===== src/rtl/cpu_pkg.sv =====
// Shared definitions for the 4-bit CPU control path.
// Opcode map, FSM state encoding and instruction field positions.
// Pure declarations: no latency, no flow control.
package cpu_pkg;

  // Instruction layout: [7:4] opcode, [3:0] immediate / jump target
  localparam int INSTR_W = 8;
  localparam int OPC_W   = 4;
  localparam int IMM_W   = 4;
  localparam int OPC_MSB = 7;
  localparam int OPC_LSB = 4;
  localparam int IMM_MSB = 3;
  localparam int IMM_LSB = 0;

  // ALU opcodes are passed straight through to the ALU
  localparam logic [OPC_W-1:0] OP_AND  = 4'h0;
  localparam logic [OPC_W-1:0] OP_OR   = 4'h1;
  localparam logic [OPC_W-1:0] OP_ADD  = 4'h2;
  localparam logic [OPC_W-1:0] OP_MUL  = 4'h3;
  localparam logic [OPC_W-1:0] OP_DIV  = 4'h4;
  localparam logic [OPC_W-1:0] OP_SUB  = 4'h5;
  localparam logic [OPC_W-1:0] OP_NOR  = 4'h6;
  // Control opcodes handled entirely inside the controller
  localparam logic [OPC_W-1:0] OP_LDI  = 4'h7;
  localparam logic [OPC_W-1:0] OP_JMP  = 4'h8;
  localparam logic [OPC_W-1:0] OP_JZ   = 4'h9;
  localparam logic [OPC_W-1:0] OP_JC   = 4'hA;
  localparam logic [OPC_W-1:0] OP_OUT  = 4'hB;
  localparam logic [OPC_W-1:0] OP_HALT = 4'hF;

  // Controller state encoding
  typedef enum logic [2:0] {
    ST_FETCH     = 3'd0,
    ST_DECODE    = 3'd1,
    ST_EXECUTE   = 3'd2,
    ST_WRITEBACK = 3'd3,
    ST_HALT      = 3'd4
  } state_t;

  // Field extraction helpers
  function automatic logic [OPC_W-1:0] instr_opcode(input logic [INSTR_W-1:0] ins);
    return ins[OPC_MSB:OPC_LSB];
  endfunction

  function automatic logic [IMM_W-1:0] instr_imm(input logic [INSTR_W-1:0] ins);
    return ins[IMM_MSB:IMM_LSB];
  endfunction

endpackage


===== src/rtl/cpu_instr_decoder.sv =====
// Instruction class decoder: opcode/immediate/flags -> one-hot-ish class bits.
// Latency: purely combinational, zero cycles.
// No flow control; outputs follow the held instruction register.
module cpu_instr_decoder
  import cpu_pkg::*;
(
  input  logic [OPC_W-1:0] i_opcode,
  input  logic [IMM_W-1:0] i_imm,
  input  logic             i_zero,
  input  logic             i_carry,
  output logic             o_is_alu,
  output logic             o_is_div_zero,
  output logic             o_is_ldi,
  output logic             o_is_jump,
  output logic             o_jump_taken,
  output logic             o_is_out,
  output logic             o_is_halt
);

  // Classify the instruction; divide-by-zero is pulled out of the ALU class
  // because the controller handles it without using the ALU result.
  always_comb begin
    o_is_alu      = 1'b0;
    o_is_div_zero = (i_opcode == OP_DIV) && (i_imm == '0);
    o_is_ldi      = 1'b0;
    o_is_jump     = 1'b0;
    o_jump_taken  = 1'b0;
    o_is_out      = 1'b0;
    o_is_halt     = 1'b0;
    case (i_opcode)
      OP_AND, OP_OR, OP_ADD, OP_MUL, OP_DIV, OP_SUB, OP_NOR: begin
        o_is_alu = !o_is_div_zero;
      end
      OP_LDI: o_is_ldi = 1'b1;
      OP_JMP: begin
        o_is_jump    = 1'b1;
        o_jump_taken = 1'b1;
      end
      OP_JZ: begin
        o_is_jump    = 1'b1;
        o_jump_taken = i_zero;
      end
      OP_JC: begin
        o_is_jump    = 1'b1;
        o_jump_taken = i_carry;
      end
      OP_OUT:  o_is_out  = 1'b1;
      OP_HALT: o_is_halt = 1'b1;
      default: ; // 0xC-0xE are NOPs
    endcase
  end

endmodule


===== src/rtl/cpu_control_unit.sv =====
// Fetch/decode/execute controller driving the ALU and owning acc/flags/pc.
// Latency: ALU ops 4 cycles FETCH->FETCH, all other ops (and div-by-zero) 3 cycles.
// Backpressure: run=0 holds the FSM in FETCH; an instruction already started completes.
module cpu_control_unit
  import cpu_pkg::*;
#(
  parameter int PC_WIDTH   = 4,
  parameter int DATA_WIDTH = 4
) (
  input  logic                  clock,
  input  logic                  reset_n,
  input  logic                  run,
  output logic [PC_WIDTH-1:0]   pcAddr,
  input  logic [INSTR_W-1:0]    instr,
  output logic [DATA_WIDTH-1:0] aluA,
  output logic [DATA_WIDTH-1:0] aluB,
  output logic [OPC_W-1:0]      aluOpcode,
  input  logic [DATA_WIDTH-1:0] aluResult,
  input  logic                  aluZero,
  input  logic                  aluCarry,
  output logic [DATA_WIDTH-1:0] acc,
  output logic                  zeroFlag,
  output logic                  carryFlag,
  output logic [DATA_WIDTH-1:0] outData,
  output logic                  outValid,
  output logic                  halted
);

  state_t                r_state;
  logic [PC_WIDTH-1:0]   r_pc;
  logic [INSTR_W-1:0]    r_ir;
  logic [DATA_WIDTH-1:0] r_acc;
  logic                  r_zero;
  logic                  r_carry;
  logic [DATA_WIDTH-1:0] r_alu_a;
  logic [DATA_WIDTH-1:0] r_alu_b;
  logic [OPC_W-1:0]      r_alu_op;
  logic [DATA_WIDTH-1:0] r_out_data;
  logic                  r_out_vld;
  logic                  r_halted;

  logic [OPC_W-1:0]      w_opcode;
  logic [IMM_W-1:0]      w_imm;
  logic [DATA_WIDTH-1:0] w_imm_data;
  logic [PC_WIDTH-1:0]   w_jump_target;
  logic                  w_is_alu;
  logic                  w_is_div_zero;
  logic                  w_is_ldi;
  logic                  w_is_jump;
  logic                  w_jump_taken;
  logic                  w_is_out;
  logic                  w_is_halt;

  // Immediate is zero-extended or truncated to the datapath / pc width
  assign w_opcode      = instr_opcode(r_ir);
  assign w_imm         = instr_imm(r_ir);
  assign w_imm_data    = DATA_WIDTH'(w_imm);
  assign w_jump_target = PC_WIDTH'(w_imm);

  cpu_instr_decoder u_decoder (
    .i_opcode      (w_opcode),
    .i_imm         (w_imm),
    .i_zero        (r_zero),
    .i_carry       (r_carry),
    .o_is_alu      (w_is_alu),
    .o_is_div_zero (w_is_div_zero),
    .o_is_ldi      (w_is_ldi),
    .o_is_jump     (w_is_jump),
    .o_jump_taken  (w_jump_taken),
    .o_is_out      (w_is_out),
    .o_is_halt     (w_is_halt)
  );

  // Controller FSM plus every architectural register; outputs are all registered
  always_ff @(posedge clock or negedge reset_n) begin
    if (!reset_n) begin
      r_state    <= ST_FETCH;
      r_pc       <= '0;
      r_ir       <= '0;
      r_acc      <= '0;
      r_zero     <= 1'b0;
      r_carry    <= 1'b0;
      r_alu_a    <= '0;
      r_alu_b    <= '0;
      r_alu_op   <= '0;
      r_out_data <= '0;
      r_out_vld  <= 1'b0;
      r_halted   <= 1'b0;
    end else begin
      // outValid is a single-cycle pulse; only EXECUTE of OUT re-arms it
      r_out_vld <= 1'b0;
      case (r_state)
        ST_FETCH: begin
          // ROM address is pc; data arrives while we sit in DECODE
          if (run) begin
            r_state <= ST_DECODE;
          end
        end
        ST_DECODE: begin
          r_ir    <= instr;
          r_pc    <= r_pc + PC_WIDTH'(1);
          r_state <= ST_EXECUTE;
        end
        ST_EXECUTE: begin
          r_state <= ST_FETCH;
          if (w_is_div_zero) begin
            // Saturate and flag overflow without touching the ALU operands
            r_acc   <= '1;
            r_carry <= 1'b1;
            r_zero  <= 1'b0;
          end else if (w_is_alu) begin
            r_alu_a  <= r_acc;
            r_alu_b  <= w_imm_data;
            r_alu_op <= w_opcode;
            r_state  <= ST_WRITEBACK;
          end else if (w_is_ldi) begin
            r_acc <= w_imm_data;
          end else if (w_is_jump) begin
            if (w_jump_taken) begin
              r_pc <= w_jump_target;
            end
          end else if (w_is_out) begin
            r_out_data <= r_acc;
            r_out_vld  <= 1'b1;
          end else if (w_is_halt) begin
            r_state  <= ST_HALT;
            r_halted <= 1'b1;
          end
        end
        ST_WRITEBACK: begin
          // ALU operands have been stable for a full cycle by now
          r_acc   <= aluResult;
          r_zero  <= aluZero;
          r_carry <= aluCarry;
          r_state <= ST_FETCH;
        end
        ST_HALT: begin
          // Only reset leaves HALT; run is deliberately ignored
          r_halted <= 1'b1;
        end
        default: begin
          r_state <= ST_FETCH;
        end
      endcase
    end
  end

  assign pcAddr    = r_pc;
  assign aluA      = r_alu_a;
  assign aluB      = r_alu_b;
  assign aluOpcode = r_alu_op;
  assign acc       = r_acc;
  assign zeroFlag  = r_zero;
  assign carryFlag = r_carry;
  assign outData   = r_out_data;
  assign outValid  = r_out_vld;
  assign halted    = r_halted;

endmodule


===== config.mk =====
export PLATFORM = sky130hd
export DESIGN_NAME = cpu_control_unit
export DESIGN_NICKNAME = d
export VERILOG_FILES = /design/src/rtl/cpu_pkg.sv /design/src/rtl/cpu_instr_decoder.sv /design/src/rtl/cpu_control_unit.sv
export SDC_FILE = /design/constraint.sdc
export NUM_CORES = 1
export LEC_CHECK = 0
export ABC_AREA = 0
export CORE_MARGIN = 4
export CORE_UTILIZATION = 50
export DETAILED_ROUTE_END_ITERATION = 6
export DONT_BUFFER_PORTS = 1
export GPL_TIMING_DRIVEN = 0
export PLACE_DENSITY = 0.64
export RECOVER_POWER = 25
export SLEW_MARGIN = 15
export SYNTH_ARGS = -nofsm -noshare
export SYNTH_HDL_FRONTEND = slang
export SYNTH_SLANG_ARGS = --single-unit

===== constraint.sdc =====
create_clock -name clock -period 5.1 [get_ports clock]
set_clock_uncertainty 0.15 [all_clocks]
set_input_delay 1.02 -clock clock [delete_from_list [all_inputs] [get_ports clock]]
set_output_delay 1.02 -clock clock [all_outputs]
set_load 0.01 [all_outputs]

# Word-level counts from Yosys, hierarchy flattened
# Cells that the tools add are included.
[classes] n_bitwise=5 addsub=1 n_reduce_logical=17 n_mux=41 n_eq_ne=28
[op_table] op="2-to-1 mux 4 bit" n=8
[op_table] op="2-to-1 mux 3 bit" n=7
[op_table] op="== test 4 bit, second input constant" n=5
[op_table] op="2-to-1 mux 1 bit" n=19
[op_table] op="== test 4 x 3 -> 1 bit, second input constant" n=4
[op_table] op="one-hot mux 4 bit (2 select lines)" n=2
[op_table] op="inequality test 2 bit, second input constant" n=6
[op_table] op="one-hot mux 3 bit (4 select lines)" n=1
[op_table] op="AND reduction 6 bit" n=2
[op_table] op="== test 4 x 2 -> 1 bit, second input constant" n=2
[op_table] op="logical NOT 4 bit" n=2
[op_table] op="inequality test 2 x 1 -> 1 bit, second input constant" n=4
[op_table] op="AND reduction 7 bit" n=1
[op_table] op="OR reduction 7 bit" n=1
[op_table] op="== test 3 x 2 -> 1 bit, second input constant" n=2
[op_table] op="one-hot mux 1 bit (2 select lines)" n=3
[op_table] op="AND reduction 3 bit" n=2
[op_table] op="nonzero test 2 bit" n=3
[op_table] op="NOT 1 bit" n=5
[op_table] op="adder 4 x 1 -> 4 bit, second input constant" n=1
[op_table] op="== test 4 x 1 -> 1 bit, second input constant" n=1
[op_table] op="AND reduction 2 bit" n=2
[op_table] op="== test 3 x 1 -> 1 bit, second input constant" n=1
[op_table] op="== test 3 bit, second input constant" n=1
[op_table] op="7 further kinds" n=7
[word_totals] inputBits=17 elab_cells=104 regBits=39

# Longest topological paths before layout
[logic_depth] depth_word=9 ltp_mapped=5 ltp_nobuf=4

# By module
# Synthesis repeated with hierarchy kept, for this count alone.
[unflattened] hier_cells=153 area_unflattened_um2=1799.2
[by_module_without_submodules] module="cpu_control_unit" area_per_inst_um2=1704.1 n_inst=1 seq_area_each_um2=975.9 cells_per_inst=137
[by_module_without_submodules] module="cpu_instr_decoder" area_per_inst_um2=95.1 n_inst=1 seq_area_each_um2=0.0 cells_per_inst=16

# Least setup slack after synthesis
# Ideal clock, no wire load.
[synth_path] kind="flip-flop to flip-flop" start="register r_state[0]" end="register r_alu_a[0] (netlist: aluA[0])" slack_ns=3.034 setup_ns=0.125 n_path_buf=2 required_time_ns=4.825 stages_incl_launch_ff=6 arrival_time_ns=1.791 path_cell_list="dfrtp_1 > or3b_1 > buf_6 > nor4_4 > buf_6 > mux2_2"
[synth_between] elab_chain_cells=2
[synth_lines] item="from (decl)" line="cpu_control_unit.sv:29" text="state_t r_state;"
[synth_lines] item="from (signal assigned)" line="cpu_control_unit.sv:77" text="r_state <= ST_FETCH;"
[synth_lines] item="from (signal assigned)" line="cpu_control_unit.sv:96" text="r_state <= ST_DECODE;"
[synth_lines] item="from (signal assigned)" line="cpu_control_unit.sv:102" text="r_state <= ST_EXECUTE;"
[synth_lines] item="== test 3 x 2 -> 1 bit" line="cpu_control_unit.sv:92" text="case (r_state)"
[synth_lines] item="AND reduction 3 bit (no source line)"
[synth_lines] item="to (signal assigned)" line="cpu_control_unit.sv:112" text="r_alu_a <= r_acc;"
[synth_lines] item="to (decl)" line="cpu_control_unit.sv:35" text="logic [DATA_WIDTH-1:0] r_alu_a;"
# Every way passes these cells.
# A chain may end at the register's enable or synchronous reset.

# Worst setup path in the final report
[layout_path] start="register r_state[0]" end="register r_alu_b[3] (netlist: aluB[3])"
[layout_between] elab_chain_cells=2
[layout_lines] item="== test 3 x 2 -> 1 bit" line="cpu_control_unit.sv:92"
[layout_lines] item="AND reduction 3 bit (no source line)"
[layout_lines] item="to (signal assigned)" line="cpu_control_unit.sv:113" text="r_alu_b <= w_imm_data;"
[layout_lines] item="to (decl)" line="cpu_control_unit.sv:36" text="logic [DATA_WIDTH-1:0] r_alu_b;"
# Every way passes these cells.

==> results.cfg <==
[sta]
grt_setup_unrepaired = no
finalCriticalPeriod_ps = 2260
setup_tns_ps = 0
setup_viol = 0
hold_violations = 0
worst_pin_slew_ps = 552
finalCritPeriodShare_pct = 44.4
max-slew-margin-rel_pct = 63.2
fmax_mhz = 442
maxSlewViolCount = 0

[placement]
port_buffers = 0
place_hpwl_um = 2590
routabilityCongestion = 0.800

[die]
ios = 45
core_mm2 = 0.00336
dieArea_mm2 = 0.00455
std_cell_rows = 21
initial_utilization_pct = 52.6
die_w_um = 67.5
die_h_um = 67.5

[grt]
grt_max_degree = 40
grt.total_usage_pct = 18.0
antenna_found_initial = 0
grt_overflow = 0
grt_pass1_wl_um = 5820
first_global_vias = 1174

[cts]
cts_hold_buf = 0
htree_levels = 2
cts_tree = built
post_cts_buffers = 0
root_buffer = clkbuf_4
cts_resized = 0
cts_sinks = 39
cts.path.max_buffers = 2
clk_latency_ps = 350
cts.clk_slew.worst_paths_ps = 120
cts_buffers = 5

[flow_run]
max_cap_viol_count = 0

[pwr]
ir_drop_mv = 0.286
powerDensity_mw_per_mm2 = 666
total_power_mw = 1.25
power.leakage_nw = 0.766

[logic_synthesis]
ys_seq_elements = 39
yosys-top-cells-area = dfrtp_1, mux2_2, a21oi_1, nand2b_1, a2111oi_4
async_flop_share_pct = 100
synth_edf_count = 0
ys.flop_type = dfrtp_1
yosys_warnings = 0
seq_area_frac_synth_pct = 55.2
yosysMostFrequentCell = dfrtp_1
syn_nets = 155
synth_top_area_share_pct = 55.2
ys_top_cells_by_count = dfrtp_1, mux2_2, a21oi_1
synth_area_mm2 = 0.00177
syn_inst = 137
yosysTopAreaCell = dfrtp_1
postSynthAreaPerCell_um2 = 12.9
synth_cell_types = 34

[critical_path]
worstPathArrival_ps = 2350
cp-start-kind = flop
path_max_fanout = 10
worst_ep_required_time_ps = 5190
reg2reg_depth = 5
critical_path_class = reg2reg
cp-end-kind = flop

[layout]
seqCellArea_um2 = 976
fill_cells = 304
multi_input_area_um2 = 751
layout-drive-gt1-share_pct = 32.4
antenna_cells = 0
areaGrowthSynthToFinish_pct = 6.30
fin_nets = 162

[detailed_routing]
vias = 1099
wire_per_inst_um = 18.4
drtIter0Drc = 32
viasPerCell = 5.75
drt_drc_violations_left = 0
ant_nets = 0
first_pass_iters = 4
routed_wl_um = 3520

[run_status]
status = finished clean

[hold_path]
hp-class = in2async
-- metal layers --
| layer | vias up | share of wire [%] | global-route usage [%] |
|---|---|---|---|
| met5 | - | 0 | 0 |
| met4 | 0 | 2.0 | 7.34 |
| met3 | 8 | 9.2 | 9.65 |
| met2 | 44 | 48 | 27.1 |
| met1 | 540 | 41 | 21.5 |
| li1 | 507 | - | - |
-- where the power goes --
group,total (mW),leakage [nW],switching [mW],internal (mW)
registers,0.670,0.466,0.213,0.457
clock network,0.150,0.0282,0.0965,0.0532
logic,0.432,0.272,0.189,0.243
-- worst paths after layout --
kind                       startpoint  endpoint  slack, ps
setup / recovery           r_state[0]   aluB[3]       2840
hold / removal                reset_n  zeroFlag        200
setup reg to reg           r_state[0]   aluB[3]       2840
hold reg to reg                halted    halted        400
max in group asynchronous     reset_n   r_ir[3]       4510
min in group clock             halted    halted        400
-- cell families (layout without fill, tap and decap cells) --
| kind of cell | count (synthesis) | after routing | synth area share, % |
|---|---|---|---|
| adder cells (fa/ha/maj) | 1 | 1 | 0.708 |
| AND/OR/NAND/NOR | 41 | 41 | 14.6 |
| AO/OA/AOI/OAI | 20 | 20 | 8.71 |
| flip-flops | 39 | 39 | 55.2 |
| multiplexers | 29 | 29 | 18.5 |
| buffers and inverters | 7 | 15 | 2.34 |
-- flip-flops by register name (all words and copies together), names as in the netlist --
signal and cells:
acc 4, aluA 4, aluB 4, aluOpcode 4, carryFlag 1, halted 1, outData 4, outValid 1
pcAddr 4, r_ir 8, r_state 3, zeroFlag 1
-- per-stage QoR --
stage	hold WS (ps)	area (µm²)	cells	utilization (%)	setup slack, ps
floorplan	362	1770	137	-	3030
global route	158	1880	191	55.9	2760
detailed placement	386	1830	183	54.3	2860
CTS	184	1880	191	55.9	2830
global placement	382	1830	183	54.3	2870
finish	198	1880	191	55.9	2840
-- layout make-up --
class                   instances  share of cell area, %
clock buffers                   6                   2.20
inverters                       2                  0.399
well taps                      46                   3.06
plain buffers                   5                   1.80
clock inverters                 2                  0.666
flip-flops and latches         39                   51.9
multi-input cells              91                   39.9
-- worst max-delay path, cell delays in order (launching register included) --
cell and delay, ps:
dfrtp_1 460, or3b_1 420, buf_6 160, nor4_4 410, buf_6 210, mux2_2 340
-- placed cells by master, fill, tap and decap left out, drive strengths merged, types with 3 or more instances in the layout --
cell,synthesis,routed
dfrtp,39,39
mux2,29,29
clkbuf,3,9
nor2,8,8
a21oi,7,7
nand2b,5,5
o21ai,5,5
nand2,4,4
nor2b,4,4
or2,3,3
nand3,3,3
nor3,3,3
No activity file was read; power rests on OpenSTA's default activity.
